File: src/rtl/patp_seq_pkg.sv
// Shared types and constants for the PATP instruction-cycle sequencer.
package patp_seq_pkg;

  typedef enum logic [1:0] {
    SEQ_HALTED = 2'd0,
    SEQ_RUN    = 2'd1,
    SEQ_DRAIN  = 2'd2,
    SEQ_STEP   = 2'd3
  } seq_state_e;

  localparam int PH_FETCH   = 0;
  localparam int PH_EXEC    = 1;
  localparam int MAX_PHASES = 8;

  // Encoded phase width; never below one bit so a 2-phase core still has a phase bit.
  function automatic int phase_w(input int num_phases);
    int n;
    n = (num_phases > MAX_PHASES) ? MAX_PHASES : num_phases;
    return (n <= 2) ? 1 : $clog2(n);
  endfunction

endpackage

File: src/rtl/patp_phase_counter.sv
// Modulo-NUM_PHASES phase counter with clear/advance, encoded and one-hot outputs.
module patp_phase_counter
  import patp_seq_pkg::*;
#(
  parameter int NUM_PHASES = 2,
  localparam int PHASE_W = phase_w(NUM_PHASES)
) (
  input  logic                  clk,
  input  logic                  rst,
  input  logic                  advance,
  input  logic                  clear,
  output logic [PHASE_W-1:0]    phase,
  output logic [NUM_PHASES-1:0] phase_onehot,
  output logic                  wrap
);

  logic [PHASE_W-1:0]    phase_q, phase_d;
  logic [NUM_PHASES-1:0] onehot_q, onehot_d;
  logic                  at_last;

  assign at_last = (phase_q == PHASE_W'(NUM_PHASES - 1));

  always_comb begin
    phase_d  = phase_q;
    onehot_d = onehot_q;
    if (clear) begin
      phase_d  = PHASE_W'(PH_FETCH);
      onehot_d = NUM_PHASES'(1);
    end else if (advance) begin
      phase_d  = at_last ? PHASE_W'(PH_FETCH) : phase_q + PHASE_W'(1);
      onehot_d = {onehot_q[NUM_PHASES-2:0], onehot_q[NUM_PHASES-1]};
    end
  end

  always_ff @(posedge clk) begin
    if (rst) begin
      phase_q  <= PHASE_W'(PH_FETCH);
      onehot_q <= NUM_PHASES'(1);
    end else begin
      phase_q  <= phase_d;
      onehot_q <= onehot_d;
    end
  end

  assign phase        = phase_q;
  assign phase_onehot = onehot_q;
  // Flags that the current phase is the last one: the next advance retires.
  assign wrap         = at_last;

endmodule

File: src/rtl/patp_cycle_sequencer.sv
// PATP instruction-cycle sequencer: run/halt/drain FSM, retire pulses and counter.
// Optional single-step mode is built when PATP_SEQ_STEP_EN is defined.
//
// state      | meaning
// SEQ_HALTED | idle, phase held at fetch, phase_done ignored
// SEQ_RUN    | executing instructions back to back
// SEQ_DRAIN  | finishing the current instruction, then halt
// SEQ_STEP   | executing exactly one instruction, then halt
module patp_cycle_sequencer
  import patp_seq_pkg::*;
#(
  parameter int NUM_PHASES    = 2,
  parameter int CNT_W         = 16,
  parameter bit START_RUNNING = 1'b0,
  localparam int PHASE_W = phase_w(NUM_PHASES)
) (
  input  logic                  clk,
  input  logic                  rst,
  input  logic                  run_req,
  input  logic                  halt_req,
`ifdef PATP_SEQ_STEP_EN
  input  logic                  step_req,
`endif
  input  logic                  phase_done,
  input  logic                  flush,
  output logic                  running,
  output logic [PHASE_W-1:0]    phase,
  output logic [NUM_PHASES-1:0] phase_onehot,
  output logic                  instr_start,
  output logic                  instr_retire,
  output logic [CNT_W-1:0]      instr_count
);

  seq_state_e       state_q, state_d;
  logic             running_q, running_d;
  logic             start_q, start_d;
  logic             retire_q, retire_d;
  logic [CNT_W-1:0] count_q, count_d;
  logic             advance, clear, at_last, at_fetch, step_go;

  patp_phase_counter #(.NUM_PHASES(NUM_PHASES)) u_phase (
    .clk          (clk),
    .rst          (rst),
    .advance      (advance),
    .clear        (clear),
    .phase        (phase),
    .phase_onehot (phase_onehot),
    .wrap         (at_last)
  );

  assign at_fetch = (phase == PHASE_W'(PH_FETCH));

  always_comb begin
    step_go = 1'b0;
`ifdef PATP_SEQ_STEP_EN
    step_go = step_req;
`endif
  end

  always_comb begin
    state_d  = state_q;
    advance  = 1'b0;
    clear    = 1'b0;
    start_d  = 1'b0;
    retire_d = 1'b0;
    count_d  = count_q;
    unique case (state_q)
      SEQ_HALTED: begin
        if (!flush && !halt_req) begin
          if (run_req) begin
            state_d = SEQ_RUN;
            start_d = 1'b1;
          end else if (step_go) begin
            state_d = SEQ_STEP;
            start_d = 1'b1;
          end
        end
      end
      SEQ_RUN: begin
        if (flush) begin
          clear   = 1'b1;
          start_d = 1'b1;
        end else if (halt_req && at_fetch) begin
          state_d = SEQ_HALTED;
        end else begin
          advance = phase_done;
          if (halt_req) state_d = SEQ_DRAIN;
        end
      end
      default: begin
        if (flush) begin
          clear   = 1'b1;
          state_d = SEQ_HALTED;
        end else begin
          advance = phase_done;
          if (run_req && !halt_req) state_d = SEQ_RUN;
        end
      end
    endcase
    // Retire: only an instruction that continues in RUN gets a fresh start pulse.
    if (advance && at_last) begin
      retire_d = 1'b1;
      count_d  = count_q + CNT_W'(1);
      if (state_d == SEQ_RUN) start_d = 1'b1;
      else                    state_d = SEQ_HALTED;
    end
    running_d = (state_d != SEQ_HALTED);
  end

  always_ff @(posedge clk) begin
    if (rst) begin
      state_q   <= START_RUNNING ? SEQ_RUN : SEQ_HALTED;
      running_q <= START_RUNNING;
      start_q   <= START_RUNNING;
      retire_q  <= 1'b0;
      count_q   <= '0;
    end else begin
      state_q   <= state_d;
      running_q <= running_d;
      start_q   <= start_d;
      retire_q  <= retire_d;
      count_q   <= count_d;
    end
  end

  assign running      = running_q;
  assign instr_start  = start_q;
  assign instr_retire = retire_q;
  assign instr_count  = count_q;

endmodule

File: config.mk
export PLATFORM = sky130hd
export DESIGN_NAME = patp_cycle_sequencer
export DESIGN_NICKNAME = d
export VERILOG_FILES = /design/src/rtl/patp_seq_pkg.sv /design/src/rtl/patp_phase_counter.sv /design/src/rtl/patp_cycle_sequencer.sv
export SDC_FILE = /design/constraint.sdc
export NUM_CORES = 1
export LEC_CHECK = 0
export BUFFER_PORTS_ARGS = -buffer_cell sky130_fd_sc_hd__buf_2
export CAP_MARGIN = 10
export CORE_MARGIN = 4
export CORE_UTILIZATION = 51
export DETAILED_ROUTE_END_ITERATION = 10
export PLACE_DENSITY = 0.82
export SLEW_MARGIN = 10
export SYNTH_ARGS = -nofsm -noshare
export SYNTH_HDL_FRONTEND = slang
export SYNTH_SLANG_ARGS = --single-unit
File: constraint.sdc
create_clock -name clk -period 2.2 [get_ports clk]
set_input_delay 0.11 -clock clk [delete_from_list [all_inputs] [get_ports clk]]
set_output_delay 0.11 -clock clk [all_outputs]
set_load 0.01 [all_outputs]
==> run summary, run 1 <==
WP data required -> 2.45 ns
Mapped Avg Cell Area -> 8.31 µm²
DP Wirelength -> 1840 µm
layout cells sized above 1 -> 21.0%
max frequency -> 0.535 GHz
min Tclk post-route -> 1.87 ns
initial antenna violation count -> 0
crit share post-route -> 84.9%
top-area cell type share of the netlist area -> 42.8%
Max Clock Skew -> 0.0102 ns
Main synth FF type -> dfxtp_1
Die Wd -> 54.9 µm
starting density of the core -> 55.5%
H-tree level count -> 1
area leader, netlist -> dfxtp_1
wire per inst -> 13.0 µm
largest net degree at the start of global routing -> 23
CP Buf/Inv Count -> 0
initial drt markers -> 33
CTS Sinks -> 24
Syn. warnings -> 0
placer congestion estimate -> 0.857
CTS clk-pin slew, worst paths -> 0.13 ns
total gr overflow -> 0
ANT nets after route -> 0
GRT Util Overall -> 18.2%
Slew Limit Fails -> 0
# fillers -> 172
worst-margin pin slew -> 0.375 ns
I/O pin total -> 28
total clock buffers created by CTS -> 3
Port-buffer cells -> 27
FF+latch count, synth -> 24
Synth Net Count -> 142
vias in the first global route -> 922
CORE AREA -> 2020 µm²
critical path's largest stage delay -> 0.50 ns
Hold WC Path Type -> input pin to flop
delay-heaviest family, CP -> simple AND/OR/NAND/NOR gates
CP max stage cell -> or4_1
Ant. Diodes -> 0
DRC Markers -> 0
CP Data Arrival Time -> 2.12 ns
Setup TNS -> 0 ns
post-synthesis sequential area ratio -> 42.8%
crit-path cells -> ha_1 -> nand3_1 -> or3_1 -> or4_1 -> a21oi_1
post-CTS setup repair buffer count -> 0
area delta synth->final -> 16.8%
Final #Nets -> 170
Crit. End Element -> flop
fin util -> 64.9%
Post-synth EDFFs -> 0
Die ar. -> 3020 µm²
routed vias -> 1075
startpoint class of the critical path -> flop
Synth area leaders -> dfxtp_1 (43%), xnor2_1 (6.2%), a21oi_1 (5.8%)
TritonRoute pass-1 iters -> 4
row cnt -> 16
CP Class -> flop to flop
synthesized area -> 1120 µm²
CTS tree -> done
Leak Pwr -> 0.000517 µW
Hold Vio Cnt, Final -> 0
Post-CTS Hold Buffers -> 0
fraction of registers with async set/reset -> 0%
first-pass GRT wire length -> 3990 µm
Die Ht -> 54.9 µm
CTS resizes -> 0
status -> completed
critical path peak fanout -> 7
Post-Synthesis Cells -> 135
vias per cell -> 5.69
Final setup viols -> 0
RSZ-0062 raised after global routing -> no
Clock Path Buffers -> 2
total wire length -> 2460 µm
Rel. slew slack -> 75.0%
Synth cell types -> 29
clk root buf -> clkbuf_4
most common cell in the synthesized netlist -> dfxtp_1
Peak VDD IR -> 0.378 mV
clk_lat worst skew -> 0.31 ns
most frequent cells after synthesis -> dfxtp_1 (24), a21oi_1 (13), o21ai_0 (13)
power per cell area -> 547 nW/µm²
max_cap viols -> 0
-- per-layer routing --
metal / vias to the layer above / GRT usage (%) / routed length [µm]
met5: - / 0 / 0
met3: 8 / 2.95 / 153
met1: 480 / 24.1 / 1140
met2: 42 / 29.3 / 1120
met4: 0 / 7.29 / 48
li1: 545 / - / -
-- tightest hold or removal path: cells and delay by family --
| kind | cells | cell delay (ns) |
|---|---|---|
| AOI/OAI and AO/OA | 2 | 0.18 |
| buffers and inverters | 1 | 0.09 |
-- sequential cells by signal, indices dropped and copies added (netlist names) --
signal,cells
instr_retire,1
u_phase.phase_onehot,2
instr_start,1
u_phase.phase,1
state_q,2
instr_count,16
running,1
-- report_power, final --
group / switching, µW / internal, µW
clock network: 127 / 101
registers: 3.63 / 439
logic: 29.4 / 16.4
-- cell type report --
cell class              count  area, µm²  share of cell area [%]
clock buffers               4       36.3                    2.77
inverters                   8       30.0                    2.29
multi-input cells          98        588                    44.8
flip-flops and latches     24        480                    36.6
well taps                  27       33.8                    2.58
repair buffers             28        143                    10.9
-- through the flow --
step	hold WS (ns)	setup slack, ns	cell area, µm²	total power (µW)	cells
3_5_place_dp	0.430	0.364	1270	498	185
4_1_cts	0.107	0.340	1310	723	189
3_3_place_gp	0.417	0.451	1270	496	185
5_1_grt	0.181	0.184	1310	747	189
6_report	0.108	0.331	1310	717	189
2_1_floorplan	0.289	0.389	1120	478	135
-- cell usage in the layout, fill, tap and decap left out, drive strengths merged, types with 2 or more instances in the layout --
cell type and instances:
buf 28, dfxtp 24, o21ai 13, a21oi 13, nor2 10, nand3 8, or3 8, xnor2 8
inv 8, nor3 8, nand2 5, nand4 4, clkbuf 4, nor4 3, nand2b 2, a21o 2
o31ai 2, or4 2, nand3b 2
-- worst paths after layout --
check	start	cells past startpoint	slack, ns	endpoint
worst min register to register	u_phase.phase_onehot[0]$_SDFFE_PP1N_	2	0.49	u_phase.phase_onehot[1]$_SDFFE_PP0N_
worst max register to register	instr_count[0]$_SDFFE_PP0N_	5	0.33	instr_count[14]$_SDFFE_PP0N_
worst max-delay path	instr_count[0]$_SDFFE_PP0N_	5	0.33	instr_count[14]$_SDFFE_PP0N_
worst min-delay path	run_req	3	0.11	instr_start$_SDFF_PP0_
-- kinds of logic after synthesis --
family                     share of synthesized area, %
AOI/OAI and AO/OA                                  17.6
buffers and inverters                              4.79
DFF                                                42.8
xor gates and xnor gates                           6.24
adders and majority gates                          1.11
and+or+nand+nor                                    27.4
Power figures use the tool's default switching activity.
==> run 2: changes to the inputs <==
- CORE_UTILIZATION: 51 -> 46
- PLACE_DENSITY: 0.82 -> 0.78
- clock period: 2.2 -> 1.6 ns (I/O delays scaled with it)
==> run 2 against run 1 <==
Against the previous run: the flow now finishes with violations (setup timing); via count up 6.1%; power up 33%; routed wire length up 14%; clock power is 22% higher.
==> run summary, run 2 (synthesis gave the netlist of run 1 again) <==
critical path's largest stage delay -> 0.47 ns (-0.03 ns)
DP Wirelength -> 2190 µm (+19%)
clk root buf -> clkbuf_4
Ant. Diodes -> 0 (unchanged)
post-route non-filler standard cell count -> 211 (+12%)
Setup TNS -> -0.00300 ns (-0.00300 ns)
fin area -> 1510 µm² (+15%)
total gr overflow -> 0 (unchanged)
Die ar. -> 3290 µm² (+9.3%)
CP max stage cell -> or4_1
max frequency -> 0.624 GHz (+17%)
crit share post-route -> 100% (+15 points)
RSZ-0062 raised after global routing -> yes
Port-buffer cells -> 27 (unchanged)
failing checks -> setup timing
total clock buffers created by CTS -> 3 (unchanged)
clk_lat worst skew -> 0.32 ns (about the same)
max reg flops -> 16 (unchanged)
placer congestion estimate -> 0.759 (-12%)
worst-margin pin slew -> 0.400 ns (+0.0252 ns)
max_cap viols -> 0 (unchanged)
Cell Area, Placed -> 1440 µm² (+13%)
DRC Markers -> 0 (unchanged)
first-pass GRT wire length -> 4890 µm (+22%)
Die Ht -> 57.4 µm (+4.5%)
Leak Pwr -> 0.000622 µW (+20%)
vias in the first global route -> 1146 (+24%)
routed vias -> 1141 (+6.1%)
GRT Util Overall -> 18.4% (+0.20 points)
crit-path cells -> ha_4 -> nand3_2 -> or3_4 -> or4_1 -> a21oi_1
Final #Nets -> 191 (+12%)
initial drt markers -> 23 (-30%)
layout cells sized above 1 -> 34.4% (+13 points)
reg-to-reg setup timing slack -> -0.003 ns (-0.33 ns)
worst reg2reg path depth -> 5 (unchanged)
Worst R2R End -> instr_count[14]$_SDFFE_PP0N_
Clock Path Buffers -> 2 (unchanged)
final worst slack -> -0.00300 ns (-0.334 ns)
initial antenna violation count -> 0 (unchanged)
row cnt -> 17 (+1)
CP endpoint -> instr_count[14]$_SDFFE_PP0N_
ANT nets after route -> 0 (unchanged)
I/O pin total -> 28 (unchanged)
Hold Vio Cnt, Final -> 0 (unchanged)
Hold WC Path Type -> input pin to flop
most frequent cells in the layout -> buf_2 (27), dfxtp_1 (21), buf_4 (21), o21ai_0 (13), a21oi_1 (12)
CP Class -> flop to flop
wire per inst -> 13.2 µm (+1.8%)
starting density of the core -> 49.3% (-6.2 points)
Rel. slew slack -> 73.3% (-1.7 points)
WP data required -> 1.86 ns (-0.59 ns)
Max Clock Skew -> 0.00802 ns (-0.00217 ns)
pre-CTS setup slack -> -0.0453 ns (-0.409 ns)
Slew Limit Fails -> 0 (unchanged)
CTS Sinks -> 24 (unchanged)
startpoint class of the critical path -> flop
CORE AREA -> 2280 µm² (+13%)
min Tclk post-route -> 1.60 ns (-0.266 ns)
Post-CTS Hold Buffers -> 0 (unchanged)
area delta synth->final -> 34.4%
Die Wd -> 57.4 µm (+4.5%)
leading cell type in the layout, fill and taps excluded -> buf_2
worst reg2reg path startpoint -> instr_count[0]$_SDFFE_PP0N_
power per cell area -> 630 nW/µm² (+15%)
Final setup viols -> 1 (+1)
CTS clk-pin slew, worst paths -> 0.13 ns (about the same)
hold_sp -> run_req
vias per cell -> 5.41 (-4.9%)
Peak VDD IR -> 0.617 mV (+63%)
TritonRoute pass-1 iters -> 4 (unchanged)
status -> finished with violations
H-tree level count -> 1 (unchanged)
CTS tree -> done
Placed Cells incl. Taps -> 206 (+11%)
Crit. End Element -> flop
critical path peak fanout -> 4 (-3)
Crit. Startpoint -> instr_count[0]$_SDFFE_PP0N_
total wire length -> 2800 µm (+14%)
CP Data Arrival Time -> 1.86 ns (-0.26 ns)
largest net degree at the start of global routing -> 23 (unchanged)
==> run 2: cell count changes in the layout (fill, tap and decap cells not counted), sizes merged <==
cell	before	now
buf	28	49
==> run 2: cell type report <==
type,instances,area (µm²)
flip-flops and latches,24,489
inverters,8,30.0
clock buffers,4,26.3
multi-input cells,98,624
fillers,191,767
repair buffers,49,304
well taps,28,35.0
==> run 2: layer usage <==
metal | GRT usage (%) | vias to the layer above | share of wire, %
li1 | - | 581 | -
met1 | 21.1 | 534 | 44
met2 | 33.9 | 22 | 51
met3 | 4.98 | 4 | 4.5
met4 | 3.31 | 0 | 0.75
met5 | 0 | - | 0
==> run 2: how the worst min path moves through the flow <==
stage / end / slack, ns / depth (start not counted)
after floorplan: state_q[1]$_SDFF_PP0_ / 0.26 / 2
after global placement: instr_start$_SDFF_PP0_ / 0.41 / 3
after detailed placement: instr_start$_SDFF_PP0_ / 0.41 / 3
after CTS: instr_start$_SDFF_PP0_ / 0.08 / 3
after global routing: instr_start$_SDFF_PP0_ / 0.11 / 3
final: instr_start$_SDFF_PP0_ / 0.07 / 3
==> run 2: timing repair <==
item                                    in CTS  in global routing
resized for setup                            3                  4
buffers inserted                             0                  1
hold endpoints to repair                     0                  0
pin swaps                                    2                  3
endpoints found under the setup margin       3                  6
==> run 2: where the power goes <==
group	leakage [µW]	total, µW	internal, µW	switching [µW]
Clock	0.0000150	278	97.5	180
Sequential	0.000196	604	601	3.48
Combinational	0.000411	69.1	26.0	43.2
Total	0.000622	951	724	227
==> run 2: through the flow <==
step / util, % / hold WS, ns / total power, µW
6_report: 66.3 / 0.0734 / 951
5_1_grt: 66.3 / 0.106 / 991
4_1_cts: 65.2 / 0.0754 / 957
3_5_place_dp: 63.2 / 0.407 / 686
3_3_place_gp: 63.2 / 0.406 / 682
2_1_floorplan: - / 0.259 / 654
==> run 2: critical path, delay by kind of cell, from the launching register on <==
kind            cells  cell delay, ns
flops               1            0.38
fa+ha+maj           1            0.14
compound gates      1            0.12
simple gates        3            0.91
